`src/rtl/control_sequencer_pkg.sv`:
```
// Shared definitions for the control sequencer: state encoding, instruction
// layout, opcode constants and the opcode -> ALU control table.
package control_sequencer_pkg;

    localparam int unsigned OP_W  = 5;
    localparam int unsigned ALU_W = 5;
    localparam int unsigned REG_W = 4;

    typedef enum logic [2:0] {
        IDLE = 3'd0,
        T0   = 3'd1,
        T1   = 3'd2,
        T2   = 3'd3,
        T3   = 3'd4,
        T4   = 3'd5,
        T5   = 3'd6,
        HALT = 3'd7
    } state_e;

    typedef struct packed {
        logic [OP_W-1:0]  opcode;
        logic [REG_W-1:0] ra;
        logic [REG_W-1:0] rb;
        logic [REG_W-1:0] rc;
        logic [14:0]      imm;
    } instr_t;

    localparam logic [OP_W-1:0] OP_ADD  = 5'b00011;
    localparam logic [OP_W-1:0] OP_SUB  = 5'b00100;
    localparam logic [OP_W-1:0] OP_AND  = 5'b00101;
    localparam logic [OP_W-1:0] OP_OR   = 5'b00110;
    localparam logic [OP_W-1:0] OP_SHR  = 5'b00111;
    localparam logic [OP_W-1:0] OP_SHL  = 5'b01000;
    localparam logic [OP_W-1:0] OP_ROR  = 5'b01001;
    localparam logic [OP_W-1:0] OP_ROL  = 5'b01010;
    localparam logic [OP_W-1:0] OP_HALT = 5'b11011;

    // One bit per opcode; HALT is deliberately not an ALU opcode.
    localparam logic [31:0] LEGAL_MASK = 32'h0000_07F8;

    function automatic logic [ALU_W-1:0] alu_table(input logic [OP_W-1:0] op);
        logic [ALU_W-1:0] code;
        code = '0;
        case (op)
            OP_ADD:  code = 5'b00011;
            OP_SUB:  code = 5'b00100;
            OP_AND:  code = 5'b01100;
            OP_OR:   code = 5'b01101;
            OP_SHR:  code = 5'b00110;
            OP_SHL:  code = 5'b00111;
            OP_ROR:  code = 5'b01000;
            OP_ROL:  code = 5'b01001;
            default: code = '0;
        endcase
        return code;
    endfunction

endpackage

```
`src/rtl/control_sequencer_alu_op_decoder.sv`:
```
// Combinational opcode decode: ALU control code, legality and HALT detect.
module alu_op_decoder
    import control_sequencer_pkg::*;
(
    input  logic [OP_W-1:0]  opcode_i,
    output logic [ALU_W-1:0] alu_ctrl_o,
    output logic             legal_o,
    output logic             halt_o
);

    assign legal_o    = LEGAL_MASK[opcode_i];
    assign alu_ctrl_o = legal_o ? alu_table(opcode_i) : '0;
    assign halt_o     = (opcode_i == OP_HALT);

endmodule

```
`src/rtl/control_sequencer.sv`:
```
// Instruction control sequencer: fetch (T0-T2), decode/execute (T3-T5) for
// three-register ALU instructions, with HALT and illegal-opcode handling.
module control_sequencer
    import control_sequencer_pkg::*;
(
    input  logic        Clock,
    input  logic        Reset,
    input  logic        Start,
    input  logic [31:0] IR,
    output logic        PCout,
    output logic        MARin,
    output logic        Zin,
    output logic        ZLOout,
    output logic        PCin,
    output logic        IncrementPC,
    output logic        Read,
    output logic        MDRin,
    output logic        MDRout,
    output logic        IRin,
    output logic        Yin,
    output logic        Gra,
    output logic        Grb,
    output logic        Grc,
    output logic        Rin,
    output logic        Rout,
    output logic [4:0]  ALUControl,
    output logic        Run,
    output logic        IllegalOp
);

    state_e           state_q, state_d;
    instr_t           instr;
    logic [ALU_W-1:0] dec_alu;
    logic             dec_legal;
    logic             dec_halt;
    logic             unused_ir_fields;

    assign instr = instr_t'(IR);
    // Register fields are consumed by the datapath's register-select logic.
    assign unused_ir_fields = ^{instr.ra, instr.rb, instr.rc, instr.imm};

    alu_op_decoder u_dec (
        .opcode_i   (instr.opcode),
        .alu_ctrl_o (dec_alu),
        .legal_o    (dec_legal),
        .halt_o     (dec_halt)
    );

    always_ff @(posedge Clock) begin
        if (Reset) state_q <= IDLE;
        else       state_q <= state_d;
    end

    always_comb begin
        state_d     = state_q;
        PCout       = 1'b0;
        MARin       = 1'b0;
        Zin         = 1'b0;
        ZLOout      = 1'b0;
        PCin        = 1'b0;
        IncrementPC = 1'b0;
        Read        = 1'b0;
        MDRin       = 1'b0;
        MDRout      = 1'b0;
        IRin        = 1'b0;
        Yin         = 1'b0;
        Gra         = 1'b0;
        Grb         = 1'b0;
        Grc         = 1'b0;
        Rin         = 1'b0;
        Rout        = 1'b0;
        ALUControl  = '0;
        Run         = 1'b0;
        IllegalOp   = 1'b0;
        case (state_q)
            IDLE, HALT: begin
                if (Start) state_d = T0;
            end
            T0: begin
                Run = 1'b1; PCout = 1'b1; MARin = 1'b1; IncrementPC = 1'b1; Zin = 1'b1;
                state_d = T1;
            end
            T1: begin
                Run = 1'b1; ZLOout = 1'b1; PCin = 1'b1; Read = 1'b1; MDRin = 1'b1;
                state_d = T2;
            end
            T2: begin
                Run = 1'b1; MDRout = 1'b1; IRin = 1'b1;
                state_d = T3;
            end
            T3: begin
                Run = 1'b1;
                if (dec_legal) begin
                    Grb = 1'b1; Rout = 1'b1; Yin = 1'b1;
                    state_d = T4;
                end else if (dec_halt) begin
                    state_d = HALT;
                end else begin
                    IllegalOp = 1'b1;
                    state_d   = T0;
                end
            end
            T4: begin
                Run = 1'b1; Grc = 1'b1; Rout = 1'b1; Zin = 1'b1;
                ALUControl = dec_alu;
                state_d    = T5;
            end
            T5: begin
                Run = 1'b1; ZLOout = 1'b1; Gra = 1'b1; Rin = 1'b1;
                state_d = T0;
            end
            default: state_d = IDLE;
        endcase
    end

endmodule
```
`config.mk`:
```
export PLATFORM = sky130hd
export DESIGN_NAME = control_sequencer
export DESIGN_NICKNAME = d
export VERILOG_FILES = /design/src/rtl/control_sequencer_pkg.sv /design/src/rtl/control_sequencer_alu_op_decoder.sv /design/src/rtl/control_sequencer.sv
export SDC_FILE = /design/constraint.sdc
export NUM_CORES = 1
export LEC_CHECK = 0
export ABC_AREA = 1
export CAP_MARGIN = 40
export CORE_ASPECT_RATIO = 0.7
export CORE_MARGIN = 4
export CORE_UTILIZATION = 27
export DETAILED_ROUTE_END_ITERATION = 8
export GPL_TIMING_DRIVEN = 0
export PLACE_DENSITY_LB_ADDON = 0.3
export SLEW_MARGIN = 0
export SYNTH_ARGS = -nofsm -noshare
export SYNTH_HDL_FRONTEND = slang
export SYNTH_SLANG_ARGS = --single-unit
```
`constraint.sdc`:
```
create_clock -name Clock -period 1.4 [get_ports Clock]
set_clock_uncertainty 0.05 [all_clocks]
set_input_delay 0.28 -clock Clock [delete_from_list [all_inputs] [get_ports Clock]]
set_output_delay 0.28 -clock Clock [all_outputs]
set_load 0.005 [all_outputs]
```
Word level (Yosys, flattened, before mapping) --
Memories as Yosys holds them, arrays and structs flattened. Cells that the tools add are included.
Word-level totals: input bits 35, memories kept 2, output and inout bits 23, bits in registers 3, ROM bits 96, word-level logic and storage cells 40
Memories:
- (name not given) | depth 16, bits a word 4, read ports 1, clocked after Yosys merged registers in 0, write ports 0, RTL line control_sequencer_pkg.sv:44 | case (op)
- (name not given) | depth 32, bits a word 1, read ports 1, clocked after Yosys merged registers in 0, write ports 0, RTL line control_sequencer_alu_op_decoder.sv:11 | assign legal_o = LEGAL_MASK[opcode_i];
Cells by class: multiplexer cells 22, reduce and logical (&&, ||, !) cells 5, magnitude comparators 1, equal/unequal tests 9
Operators by type and width (count):
- $pmux W3 S7 | 1
- $mux W5 | 3
- $mux W1 | 14
- $eq A3 B3 Y1 const B | 4
- $mux W3 | 3
- $eq A3 B2 Y1 const B | 2
- $lt A5 B6 Y1 const B | 1
- $reduce_or A2 Y1 | 3
- $reduce_or A6 Y1 | 1
- $eq A5 B5 Y1 const B | 1
- $eq A3 B1 Y1 const B | 1
- $logic_not A3 Y1 | 1
- $ne A2 B2 Y1 const B | 1
- $pmux W1 S2 | 1

Longest topological paths before layout --
word-level depth 4, depth in mapped cells 9, depth with buffers taken out 9

By module --
Synthesis repeated with hierarchy kept, for this count alone.
Unflattened totals: cell total of the unflattened synthesis 98, area, all modules 526.8 um2
By module, submodules not included:
- control_sequencer | cells each 62, instances 1, area an instance 332.8 um2
- alu_op_decoder | cells each 36, instances 1, area an instance 193.9 um2

Worst setup path after synthesis --
No wires, ideal clock.
path type in2out, start point input IR[27], end point output Yin, setup slack 0.015 ns, arrival 1.055 ns, stages on the path 6, cells stage by stage ha_1 -> o21ai_0 -> nand2_1 -> nand3_2 -> inv_1 -> buf_4
Between the ends: word-level cells in the longest chain between the ends 4
Ends and longest elaborated chain:
- from (decl) | RTL line control_sequencer.sv:9 | input logic [31:0] IR,
- $mem_v2 Z32 W1
- $mux W1 (implied by the code) | RTL line control_sequencer_alu_op_decoder.sv:11
- $mux W1 (2 in series)
- to (decl) | RTL line control_sequencer.sv:20 | output logic Yin,
Every way passes these cells. The select of a mux whose other input is x is not followed.

Worst setup path after layout --
start point register state_q[1], end point output ALUControl[3]
Between the ends: word-level cells in the longest chain between the ends 2
Ends and longest elaborated chain:
- from (decl) | RTL line control_sequencer.sv:31 | state_e state_q, state_d;
- from (signal assigned) | RTL line control_sequencer.sv:51 | else state_q <= state_d;
- $eq A3 B3 Y1 | RTL line control_sequencer.sv:75 | case (state_q)
- $mux W5 | RTL line control_sequencer.sv:75
- to (decl) | RTL line control_sequencer.sv:26 | output logic [4:0] ALUControl,
Every way passes these cells.

==> results <==
-- cell type report --
cell class,count,area share
multi-input combinational,54,0.3853
timing repair buffer,58,0.3764
inverter,21,0.07646
buffer,8,0.06554
sequential,3,0.05462
clock buffer,4,0.02085
tap,21,0.02085
-- metal layers --
layer,track usage,up-vias,share of wire
met1,0.1715,375,0.38
met3,0.07872,6,0.11
met5,0,-,0
met4,0.03982,0,0.020
met2,0.2953,49,0.49
li1,-,381,-
-- logic make-up (layout without fill, tap and decap cells) --
| logic type | Yosys count | in the layout | synth area share |
|---|---|---|---|
| flip-flops | 3 | 3 | 0.1177 |
| other | 1 | 1 | 0.007346 |
| buffers and inverters | 29 | 91 | 0.2721 |
| AO/OA/AOI/OAI | 14 | 14 | 0.1691 |
| adder cells (fa/ha/maj) | 5 | 5 | 0.1225 |
| AND/OR/NAND/NOR | 34 | 34 | 0.3113 |
-- worst max-delay path by stage --
stage	start	to	slack (ps)	cells after the start
after global routing	state_q[1]	Rout	-340	8
after detailed placement	IR[28]	ALUControl[3]	-1030	7
after global placement	IR[28]	ALUControl[3]	-1010	7
after CTS	state_q[1]	Rout	-260	8
after floorplan	IR[27]	Yin	10	6
final	state_q[1]	ALUControl[3]	-260	8
-- critical path: stages (launching register included) --
cell and delay [ps]:
dfxtp_2 330, inv_4 80, nand2_4 70, inv_4 80, nand2_8 60, inv_4 60, nand3_4 90, a211oi_2 190
buf_2 140
-- placed cells by master, fill, tap and decap left out, types with 4 or more instances in the layout --
cell     Yosys  layout
buf_4        8      26
buf_2        0      13
inv_1       16       7
inv_2        5       7
nand3_4      0       4
inv_4        0       7
buf_6        0      23
nand2_1     15      11
-- metrics by stage --
step / util / TNS, ps / hold WS [ps] / setup WS [ps]
global placement: 0.4918 / -11240 / 453.3 / -1006
detailed placement: 0.4918 / -11490 / 455.1 / -1028
finish: 0.7493 / -3572 / 463.1 / -257.8
CTS: 0.6436 / -1961 / 465.9 / -258.9
global route: 0.7493 / -4983 / 483.6 / -341.6
floorplan: - / 0 / 292.4 / 14.89
-- power groups by stage --
stage | sequential (mW) | clock (mW) | combinational (mW)
2_1_floorplan | 0.135 | 0 | 0.321
3_3_place_gp | 0.139 | 0 | 0.605
3_5_place_dp | 0.139 | 0 | 0.617
4_1_cts | 0.162 | 0.159 | 0.872
5_1_grt | 0.164 | 0.167 | 1.29
6_report | 0.160 | 0.156 | 1.21
-- what timing repair did --
action / in CTS / in global routing
hold endpoints to repair: 0 / 0
setup endpoints to repair: 24 / 23
resized for setup: 155 / 33
pin swaps: 12 / 12
gates cloned: 0 / 0
setup buffers: 19 / 11
==> flow_summary.toml <==
[pwr]
power.static_leakage_nw = 0.6412
power.internal_uw = 902.1
switchingPower_uw = 620.5
seq_power_share = 0.105
irDropWorstVdd_uv = 1114
power_density_mw_per_mm2 = 1208
clock_power_share = 0.102
sw_share = 0.4075
comb_power_share = 0.792
finalPower_mw = 1.523

[logic_synthesis]
postSynthCellCount = 86
yosysSeqAreaShare = 0.1176
synth_cell_type_count = 20
postSynthAreaPerCell_um2 = 5.936
synth_top_cells_by_area = "ha_1 (12%), dfxtp_1 (12%), buf_4 (12%), inv_1 (12%), nand2_1 (11%)"
yosysTopAreaCellShare = 0.1225
yosys_warnings = 0
yosysMostFrequentCell = "inv_1"
yosys_top_cell_by_area = "ha_1"
netlist_area_um2 = 510.5
most_instantiated_flip_flop_cell_in_the_synthesis_netlist = "dfxtp_1"
synth_seq_cells = 3
synth_enable_flop_cells = 0
postSynthNetCount = 126
asyncSetResetFlopFracSynth = 0
post_synth_most_frequent_cells = "inv_1 (16), nand2_1 (15), buf_4 (8), nor2_1 (8), nand3_1 (6)"

[min_path]
worstHoldPathCells = 2
hold-path-endpoint = "state_q[2]"
worst_hold_path_type = "reg -> reg"
hold_wc_startpoint = "state_q[1]"

[floorplan]
die-width_um = 59.97
ios = 58
initial_core_util = 0.3036
placement_rows = 12
fp.coreArea_mm2 = 0.001682
design.die.area_mm2 = 0.002661
dieHeight_um = 44.38

[sta]
min_period_over_period = 1.184
finalWorstSetupSlack_ps = -257.8
timing_max_transition_violations_final = 0
finalWorstPathRequiredPeriod_ps = 1658
report.final.setup_viol = 22
unrepaired_setup_endpoints_after_global_routing = "yes"
report.final.hold_viol_count = 0
maxClockFrequency_ghz = 0.6032

[finish]
num-nets-final = 189
post_route_cells_drive_above_1_share = 0.7297
layout-area-overhead-vs-synth_pct = 146.8
post_layout_nonfiller_instances = 169
regMostFlops = "state_q"
multi_input_area_um2 = 485.5
layout.filler_cells = 125
insertedDiodeCount = 0
layout_top_registers = "state_q (3)"
design_area_mm2 = 0.001260
area.sequential_um2 = 68.82
largest_reg_flops = 3

[critical_path]
rr_startpoint = "state_q[1]"
timing.critical_path.arrival_ps = 1330
critical_path.endpoint_type = "primary output"
worst-endpoint-required_ps = 1070
type_of_the_worst_setup_path = "reg -> out"
rr_worst_depth = 8
cp-start-kind = "flip-flop"
worstReg2RegEnd = "state_q[0]"
critical_path.max_fanout = 4
r2r_slack_ps = -110

[global_routing]
grt_start_max_net_pins = 6
total_congestion_overflow = 0
vias_in_the_first_global_route = 778
grtUsageTotal = 0.1640
grt_pass1_wl_mm = 3.318
antenna_violations_before_repair = 0

[place]
placedInstanceArea_um2 = 827.0
dp.final_hpwl_mm = 1.165
gp_congestion = 0.7871
port_buffers = 29
place_inst = 136

[clock_network]
number_of_cts_inserted_buffers = 3
cts_sink_count = 3
max-clock-path-buffers = 2
cts_root_buffer = "clkbuf_4"
clock_latency_on_the_worst_skew_pair_ps = 240
htree_levels = 1
holdBufCountCts = 0
cts_tree = "yes"
clk_pin_slew_ps = 40

[flow_run]
drv_cap = 0

[run_status]
result_of_the_run = "finished, violations left"
violations = "negative setup slack"

[detailed_routing]
drt_iter0_markers = 11
post_detailed_route_wirelength_per_cell_um = 13.87
routed-via-count = 811
drtAntennaViolNets = 0
number_of_design_rule_violations_left_after_detail_routing = 0
drtPass1Iterations = 4
vias_per_cell = 4.799
totalWireLength_mm = 2.344
No activity file was read; power rests on OpenSTA's default activity.
